==> src/rtl/adc_seq_pkg.sv <==
// Shared types and ADC interface constants for the MAX10 modular ADC sequencer.
package adc_seq_pkg;

  localparam int ADC_CH_W      = 5;
  localparam int ADC_DATA_W    = 12;
  localparam int ADC_FULL_CODE = 4095;
  localparam int PROD_W        = 25;

  typedef enum logic [2:0] {
    IDLE,
    CMD,
    WAIT_RSP,
    SCALE,
    STORE
  } state_t;

endpackage

==> src/rtl/adc_mv_div.sv <==
// Sequential restoring divider: one quotient bit per cycle for Q_W cycles.
// The quotient saturates to all ones when it would not fit in Q_W bits.
module adc_mv_div
  import adc_seq_pkg::*;
#(
  parameter int DVD_W = PROD_W,
  parameter int DVS_W = ADC_DATA_W,
  parameter int Q_W   = 13
) (
  input  logic             clk_i,
  input  logic             reset_i,
  input  logic             start_i,
  input  logic [DVD_W-1:0] dividend_i,
  input  logic [DVS_W-1:0] divisor_i,
  output logic             busy_o,
  output logic             done_o,
  output logic [Q_W-1:0]   quotient_o
);

  localparam int UP_W  = DVD_W - Q_W;
  localparam int CMP_W = ((UP_W > DVS_W) ? UP_W : DVS_W) + 1;
  localparam int CNT_W = (Q_W > 1) ? $clog2(Q_W) : 1;

  logic [CMP_W-1:0] r_rem;
  logic [Q_W-1:0]   r_low;
  logic [Q_W-1:0]   r_q;
  logic [DVS_W-1:0] r_dvs;
  logic [CNT_W-1:0] r_cnt;
  logic             r_busy;
  logic             r_done;
  logic             r_sat;

  logic [CMP_W-1:0] w_upper;
  logic [CMP_W-1:0] w_dvs;
  logic [CMP_W-1:0] w_shift;
  logic             w_ge;
  logic [Q_W-1:0]   w_q_next;

  // Upper dividend bits seed the remainder; if they already reach the divisor
  // the quotient cannot fit in Q_W bits.
  assign w_upper  = CMP_W'(dividend_i[DVD_W-1:Q_W]);
  assign w_dvs    = CMP_W'(r_dvs);
  assign w_shift  = {r_rem[CMP_W-2:0], r_low[Q_W-1]};
  assign w_ge     = (w_shift >= w_dvs);
  assign w_q_next = {r_q[Q_W-2:0], w_ge};

  always_ff @(posedge clk_i or negedge reset_i) begin
    if (!reset_i) begin
      r_rem  <= '0;
      r_low  <= '0;
      r_q    <= '0;
      r_dvs  <= '0;
      r_cnt  <= '0;
      r_busy <= 1'b0;
      r_done <= 1'b0;
      r_sat  <= 1'b0;
    end else begin
      r_done <= 1'b0;
      if (start_i && !r_busy) begin
        r_rem  <= w_upper;
        r_low  <= dividend_i[Q_W-1:0];
        r_dvs  <= divisor_i;
        r_q    <= '0;
        r_cnt  <= '0;
        r_busy <= 1'b1;
        r_sat  <= (w_upper >= CMP_W'(divisor_i));
      end else if (r_busy) begin
        r_rem <= w_ge ? (w_shift - w_dvs) : w_shift;
        r_low <= {r_low[Q_W-2:0], 1'b0};
        r_cnt <= r_cnt + 1'b1;
        if (r_cnt == CNT_W'(Q_W - 1)) begin
          r_busy <= 1'b0;
          r_done <= 1'b1;
          r_q    <= r_sat ? '1 : w_q_next;
        end else begin
          r_q <= w_q_next;
        end
      end
    end
  end

  assign busy_o     = r_busy;
  assign done_o     = r_done;
  assign quotient_o = r_q;

endmodule

==> src/rtl/adc_seq.sv <==
// Round-robin Avalon-ST command/response sequencer for the MAX10 ADC with mV scaling.
// Define ADC_SEQ_AVG_EN to report a 4-sample running average per slot.
module adc_seq
  import adc_seq_pkg::*;
#(
  parameter int NUM_CH        = 5,
  parameter int FIRST_CH      = 1,
  parameter int FULL_SCALE_MV = 5000,
  parameter int MV_W          = 13,
  parameter int RSP_TIMEOUT   = 1023
) (
  input  logic                   clk_i,
  input  logic                   reset_i,
  input  logic                   enable_i,
  output logic                   cmd_valid_o,
  output logic [ADC_CH_W-1:0]    cmd_channel_o,
  output logic                   cmd_sop_o,
  output logic                   cmd_eop_o,
  input  logic                   cmd_ready_i,
  input  logic                   rsp_valid_i,
  input  logic [ADC_CH_W-1:0]    rsp_channel_i,
  input  logic [ADC_DATA_W-1:0]  rsp_data_i,
  output logic [NUM_CH*MV_W-1:0] ch_mv_o,
  output logic [NUM_CH-1:0]      ch_update_o,
  output logic                   err_o
);

  localparam int SLOT_W = (NUM_CH > 1) ? $clog2(NUM_CH) : 1;
  localparam int TMO_W  = $clog2(RSP_TIMEOUT + 1);

  state_t                r_state;
  state_t                w_state_next;
  logic [SLOT_W-1:0]     r_slot;
  logic [TMO_W-1:0]      r_tmo;
  logic [ADC_DATA_W-1:0] r_code;
  logic                  r_err;

  logic                  w_rsp_match;
  logic                  w_rsp_mismatch;
  logic                  w_timeout;
  logic                  w_div_start;
  logic                  w_div_busy;
  logic                  w_div_done;
  logic                  w_store;
  logic [MV_W-1:0]       w_div_q;
  logic [PROD_W-1:0]     w_product;
  logic [ADC_DATA_W-1:0] w_divisor;

  assign cmd_channel_o = ADC_CH_W'(FIRST_CH) + ADC_CH_W'(r_slot);
  assign cmd_sop_o     = 1'b1;
  assign cmd_eop_o     = 1'b1;
  assign err_o         = r_err;

  assign w_rsp_match    = (r_state == WAIT_RSP) && rsp_valid_i && (rsp_channel_i == cmd_channel_o);
  assign w_rsp_mismatch = (r_state == WAIT_RSP) && rsp_valid_i && (rsp_channel_i != cmd_channel_o);
  // A response arriving on the timeout cycle still wins.
  assign w_timeout      = (r_state == WAIT_RSP) && !rsp_valid_i && (r_tmo == TMO_W'(RSP_TIMEOUT));
  assign w_store        = (r_state == SCALE) && w_div_done;

  assign w_product = PROD_W'(r_code) * PROD_W'(FULL_SCALE_MV);
  assign w_divisor = ADC_DATA_W'(ADC_FULL_CODE);

  always_ff @(posedge clk_i or negedge reset_i) begin
    if (!reset_i) begin
      r_state <= IDLE;
    end else begin
      r_state <= w_state_next;
    end
  end

  always_comb begin
    w_state_next = r_state;
    cmd_valid_o  = 1'b0;
    w_div_start  = 1'b0;
    case (r_state)
      IDLE: begin
        if (enable_i) w_state_next = CMD;
      end
      CMD: begin
        cmd_valid_o = 1'b1;
        if (cmd_ready_i) w_state_next = WAIT_RSP;
      end
      WAIT_RSP: begin
        if (w_rsp_match) begin
          w_state_next = SCALE;
        end else if (w_rsp_mismatch || w_timeout) begin
          w_state_next = CMD;
        end
      end
      SCALE: begin
        // Launch exactly once: not while running, not on the done cycle.
        w_div_start = !w_div_busy && !w_div_done;
        if (w_div_done) w_state_next = STORE;
      end
      STORE: begin
        w_state_next = enable_i ? CMD : IDLE;
      end
      default: begin
        w_state_next = IDLE;
      end
    endcase
  end

  always_ff @(posedge clk_i or negedge reset_i) begin
    if (!reset_i) begin
      r_slot <= '0;
      r_tmo  <= '0;
      r_code <= '0;
      r_err  <= 1'b0;
    end else begin
      if (r_state == WAIT_RSP) begin
        r_tmo <= r_tmo + 1'b1;
      end else begin
        r_tmo <= '0;
      end
      if (w_rsp_match) begin
        r_code <= rsp_data_i;
      end
      if (w_rsp_mismatch || w_timeout) begin
        r_err <= 1'b1;
      end
      if (r_state == STORE) begin
        r_slot <= (r_slot == SLOT_W'(NUM_CH - 1)) ? '0 : r_slot + 1'b1;
      end
    end
  end

  adc_mv_div #(
    .DVD_W(PROD_W),
    .DVS_W(ADC_DATA_W),
    .Q_W  (MV_W)
  ) u_div (
    .clk_i     (clk_i),
    .reset_i   (reset_i),
    .start_i   (w_div_start),
    .dividend_i(w_product),
    .divisor_i (w_divisor),
    .busy_o    (w_div_busy),
    .done_o    (w_div_done),
    .quotient_o(w_div_q)
  );

  // Per-slot result registers; the write and update pulse land on the same
  // edge so consumers sampling on the pulse see the new value.
  generate
    for (genvar gi = 0; gi < NUM_CH; gi++) begin : g_slot
      logic            w_sel;
      logic [MV_W-1:0] r_mv;
      logic            r_upd;

      assign w_sel = w_store && (r_slot == SLOT_W'(gi));

`ifdef ADC_SEQ_AVG_EN
      localparam int SUM_W = MV_W + 2;
      // Three previous samples; the newest one enters the sum straight from the divider.
      logic [MV_W-1:0]  r_hist [3];
      logic [SUM_W-1:0] w_sum;

      assign w_sum = SUM_W'(w_div_q) + SUM_W'(r_hist[0]) + SUM_W'(r_hist[1]) + SUM_W'(r_hist[2]);

      always_ff @(posedge clk_i or negedge reset_i) begin
        if (!reset_i) begin
          r_mv  <= '0;
          r_upd <= 1'b0;
          for (int i = 0; i < 3; i++) begin
            r_hist[i] <= '0;
          end
        end else begin
          r_upd <= w_sel;
          if (w_sel) begin
            r_mv      <= MV_W'(w_sum >> 2);
            r_hist[0] <= w_div_q;
            r_hist[1] <= r_hist[0];
            r_hist[2] <= r_hist[1];
          end
        end
      end
`else
      always_ff @(posedge clk_i or negedge reset_i) begin
        if (!reset_i) begin
          r_mv  <= '0;
          r_upd <= 1'b0;
        end else begin
          r_upd <= w_sel;
          if (w_sel) begin
            r_mv <= w_div_q;
          end
        end
      end
`endif

      assign ch_mv_o[gi*MV_W +: MV_W] = r_mv;
      assign ch_update_o[gi]          = r_upd;
    end
  endgenerate

endmodule

==> config.mk <==
export PLATFORM = sky130hd
export DESIGN_NAME = adc_seq
export DESIGN_NICKNAME = d
export VERILOG_FILES = /design/src/rtl/adc_seq_pkg.sv /design/src/rtl/adc_mv_div.sv /design/src/rtl/adc_seq.sv
export SDC_FILE = /design/constraint.sdc
export NUM_CORES = 1
export LEC_CHECK = 0
export BUFFER_PORTS_ARGS = -buffer_cell sky130_fd_sc_hd__buf_4
export CORE_MARGIN = 8
export CORE_UTILIZATION = 64
export DETAILED_ROUTE_END_ITERATION = 12
export PLACE_DENSITY = 0.95
export RECOVER_POWER = 25
export SYNTH_ARGS = -nofsm -noshare
export SYNTH_HDL_FRONTEND = slang
export SYNTH_SLANG_ARGS = --single-unit
==> constraint.sdc <==
create_clock -name clk_i -period 12 [get_ports clk_i]
set_clock_uncertainty 0.2 [all_clocks]
set_input_delay 2.4 -clock clk_i [delete_from_list [all_inputs] [get_ports clk_i]]
set_output_delay 2.4 -clock clk_i [all_outputs]
set_load 0.03 [all_outputs]
==> summary.json <==
{
  "synth": {
    "edff_count_synth": 0,
    "async_set_or_reset_register_ratio_after_synthesis_pct": 100.0,
    "post_synthesis_mean_instance_area_um2": 10.26,
    "synth_cell_types": 59,
    "largest_cells_by_area_after_synthesis": "sky130_fd_sc_hd__dfrtp_1 42%, sky130_fd_sc_hd__ha_1 12%, sky130_fd_sc_hd__mux2_2 8.7%, sky130_fd_sc_hd__fa_1 5.7%, sky130_fd_sc_hd__inv_1 3.6%",
    "yosysSeqAreaShare_pct": 42.01,
    "ys_top_cells_by_count": "142 x sky130_fd_sc_hd__dfrtp_1, 81 x sky130_fd_sc_hd__inv_1, 81 x sky130_fd_sc_hd__nand2_1",
    "syn_area_um2": 8458,
    "syn_inst": 824,
    "synthMostInstantiatedCell": "sky130_fd_sc_hd__dfrtp_1",
    "netlist.top_cell.by_area": "sky130_fd_sc_hd__dfrtp_1",
    "synth-seq-cells": 142,
    "yosys_most_used_dff": "sky130_fd_sc_hd__dfrtp_1",
    "post-synth-top-area-fraction_pct": 42.01,
    "yosys_warnings": 0
  },
  "pwr": {
    "p_leak_nw": 5.223,
    "share_clk_of_total_power_pct": 24.2,
    "power.switching_mw": 1.031,
    "totalPowerFinal_mw": 2.400,
    "combinationalPowerShare_pct": 47.1,
    "seq_power_share_pct": 28.8,
    "internal_power_mw": 1.368,
    "irDropWorstVdd_mv": 0.1612,
    "switching_share_pct": 42.98,
    "p_per_area_nw_per_um2": 242.4
  },
  "sta": {
    "rsz0062_at_grt": "no",
    "slew_viol_final": 85,
    "setup_total_negative_slack_ps": 0,
    "tightestPinTransition_ps": 2674,
    "clock.fmax_mhz": 178.2,
    "timing.max_slew.rel_slack_pct": -78.29,
    "final-setup-viol-count": 0,
    "fin_crit_ps": 5610,
    "layout_worst_path_cycle_share_pct": 46.75,
    "report.final.hold_viol_count": 0
  },
  "setup_path": {
    "r2r_setup_slack_ps": 6390,
    "r2r_start": "r_code[4]",
    "critPathMaxFanout": 4,
    "critPathArrivalTime_ps": 5760,
    "critPathBufInv": 6,
    "cp_top_family": "adder cells",
    "path_common_cell": "sky130_fd_sc_hd__inv_1",
    "crit-reg2reg-capture": "u_div.r_sat",
    "crit_path_start_kind": "register",
    "reg2reg_depth": 20,
    "setup.worst_path.class": "reg -> reg",
    "setup.worst_path.end_class": "register",
    "critPathRequiredTime_ps": 12150,
    "crit_path_cell_trace": "inv_1, fa_1, inv_1, ha_1, inv_1, fa_1, inv_1, ha_1, inv_1, fa_1, inv_1, ha_1, a2111oi_0, a2111oi_0, a211o_1, a31o_1, a21oi_1, xnor2_1, or4b_1, o21ai_1",
    "crit_slowest_cell": "sky130_fd_sc_hd__fa_1",
    "slowest_delay_ps": 550
  },
  "cts": {
    "clkSinkCount": 142,
    "post_cts_setup_repair_bufs": 0,
    "cts_hold_buffers": 0,
    "cts.repair.resized": 0,
    "cts_root_buf": "sky130_fd_sc_hd__clkbuf_16",
    "cts-buffers-inserted": 17,
    "cts-root-to-sink-buffers": 2,
    "tritoncts": "yes",
    "ctsHtreeMaxLevel": 4,
    "clkLatencyLatePin_ps": 430,
    "clkSlewWorstSetupHoldPaths_ps": 60
  },
  "final_layout": {
    "num_antenna_cells": 0,
    "fillers": 779,
    "final_net_count": 1032,
    "register_area_um2": 3555,
    "multi_input_area_um2": 4413,
    "area_added_between_synthesis_and_finish_pct": 17.03,
    "final_layout_size_suffix_gt1_share_pct": 21.50
  },
  "place": {
    "io_buffers": 97,
    "dp_hpwl_um": 14400,
    "gp_congestion": 0.9213
  },
  "status": {
    "outcome": "finished with violations",
    "violations": "max-capacitance violations, max-slew violations"
  },
  "global_route": {
    "grt_max_degree": 86,
    "grt_pass1_wl_um": 34280,
    "antenna_violations_before_repair": 0,
    "grt.overflow.total": 0,
    "grt_use_total_pct": 25.98,
    "first_global_vias": 6849
  },
  "detailed_routing": {
    "route.vias.total": 6526,
    "routed_via_density": 5.949,
    "routed_wire_length_per_instance_um": 19.25,
    "drtPass1Iterations": 5,
    "topRoutingLayerUsed": "met4",
    "route.met3.wl_um": 1434,
    "antenna_violating_nets_post_route": 0,
    "drc": 0,
    "routed_wl_um": 21120,
    "dr.first_iter.drc_count": 489,
    "route.layer.met1.wl_um": 7881,
    "wl_met2_um": 10820
  },
  "die": {
    "row_count": 42,
    "fp.dieH_um": 131.0,
    "num_io_pins": 101,
    "fp.coreArea_um2": 13090,
    "floorplan.die_area_um2": 17150,
    "die_width_um": 131.0,
    "initial_core_util_pct": 64.64
  },
  "min_path": {
    "worst_hold_path.endpoint": "err_o",
    "min-delay-start": "err_o",
    "hold_path_class": "reg -> reg",
    "worst_hold_path.num_cells": 1
  },
  "flow_run": {
    "timing.max_cap.violations": 2
  }
}
==> metal layers <==
metal	GRT usage [%]	up-vias
met3	6.372	92
met2	45.02	325
met4	15.12	0
met1	28.50	3138
met5	0	-
li1	-	2971
==> layout make-up <==
| cell class | count | area share, % |
|---|---|---|
| clock buffers | 17 | 4.298 |
| repair buffers | 101 | 7.622 |
| multi-input cells | 565 | 44.58 |
| flip-flops and latches | 142 | 35.91 |
| inverters | 81 | 3.072 |
| clock inverters | 15 | 2.288 |
| well taps | 176 | 2.225 |
==> power groups by stage <==
stage	logic, mW	clock network, mW	registers [mW]
3_3_place_gp	1.04	0	0.682
5_1_grt	1.27	0.604	0.697
2_1_floorplan	0.829	0	0.673
4_1_cts	1.12	0.583	0.685
6_report	1.13	0.580	0.690
3_5_place_dp	1.09	0	0.689
==> cells in the final DEF, fill, tap and decap left out, types with 4 or more instances in the layout <==
cell type / n
sky130_fd_sc_hd__nor2_1: 69
sky130_fd_sc_hd__a21o_1: 14
sky130_fd_sc_hd__buf_4: 98
sky130_fd_sc_hd__clkinv_8: 4
sky130_fd_sc_hd__nand3b_1: 4
sky130_fd_sc_hd__inv_6: 5
sky130_fd_sc_hd__nor3_1: 12
sky130_fd_sc_hd__nand2b_1: 4
sky130_fd_sc_hd__xor2_1: 12
sky130_fd_sc_hd__a21oi_1: 55
sky130_fd_sc_hd__ha_1: 78
sky130_fd_sc_hd__mux2i_1: 9
sky130_fd_sc_hd__mux2_2: 61
sky130_fd_sc_hd__clkbuf_16: 17
sky130_fd_sc_hd__nand3_1: 8
sky130_fd_sc_hd__and3_1: 8
sky130_fd_sc_hd__nand2_1: 81
sky130_fd_sc_hd__xnor2_1: 20
sky130_fd_sc_hd__o21ai_0: 28
sky130_fd_sc_hd__mux2_1: 4
sky130_fd_sc_hd__a211oi_1: 15
sky130_fd_sc_hd__dfrtp_1: 141
sky130_fd_sc_hd__nor2b_1: 4
sky130_fd_sc_hd__fa_1: 24
sky130_fd_sc_hd__inv_1: 81
==> worst max path at each step <==
stage	from	end	slack (ps)	cells past startpoint
floorplan	r_code[4]	u_div.r_sat	6860	20
CTS	r_code[4]	u_div.r_sat	6420	20
detailed placement	r_code[4]	u_div.r_sat	6430	20
global placement	r_code[4]	u_div.r_sat	6610	20
finish	r_code[4]	u_div.r_sat	6390	20
global route	r_code[4]	u_div.r_sat	6040	20
==> worst register-to-register path: stages (launching register included) <==
cell and delay (ps):
sky130_fd_sc_hd__dfrtp_1 400, sky130_fd_sc_hd__inv_1 140, sky130_fd_sc_hd__fa_1 550, sky130_fd_sc_hd__inv_1 40, sky130_fd_sc_hd__ha_1 260, sky130_fd_sc_hd__inv_1 50, sky130_fd_sc_hd__fa_1 530, sky130_fd_sc_hd__inv_1 50
sky130_fd_sc_hd__ha_1 260, sky130_fd_sc_hd__inv_1 50, sky130_fd_sc_hd__fa_1 500, sky130_fd_sc_hd__inv_1 40, sky130_fd_sc_hd__ha_1 350, sky130_fd_sc_hd__a2111oi_0 430, sky130_fd_sc_hd__a2111oi_0 190, sky130_fd_sc_hd__a211o_1 350
sky130_fd_sc_hd__a31o_1 200, sky130_fd_sc_hd__a21oi_1 170, sky130_fd_sc_hd__xnor2_1 160, sky130_fd_sc_hd__or4b_1 460, sky130_fd_sc_hd__o21ai_1 130
==> sequential cells by signal, indices dropped and copies added, names as in the netlist <==
| signal | flops |
|---|---|
| r_state | 3 |
| r_code | 12 |
| g_slot.r_upd | 5 |
| r_tmo | 10 |
| u_div.busy_o | 1 |
| u_div.done_o | 1 |
| u_div.quotient_o | 13 |
| g_slot.r_mv | 65 |
| u_div.r_rem | 12 |
| err_o | 1 |
| r_slot | 3 |
| u_div.r_low | 10 |
| u_div.r_sat | 1 |
| u_div.r_dvs | 1 |
| u_div.r_cnt | 4 |
==> metrics by stage <==
stage	worst slack (ps)	cell area (µm²)	utilization, %	hold slack (ps)	std cells
after CTS	6419	9923	75.84	283.1	1097
after global routing	6043	9898	75.65	296.0	1097
final	6390	9898	75.65	285.6	1097
after detailed placement	6434	9271	70.85	269.5	1065
after floorplan	6856	8462	-	232.9	825
after global placement	6611	9271	70.85	250.5	1065
==> cell families (layout without fill, tap and decap cells) <==
family,Yosys count,after routing,synth area share [%]
multiplexers,74,74,9.719
XOR/XNOR,32,32,3.314
other,2,3,0.08879
AND/OR/NAND/NOR,210,210,11.38
AO/OA/AOI/OAI,144,144,10.56
flip-flops,142,142,42.01
adder cells (fa/ha/maj),102,102,17.22
buffers and inverters,118,214,5.710
Note: power is estimated with default switching activity, not from simulation.
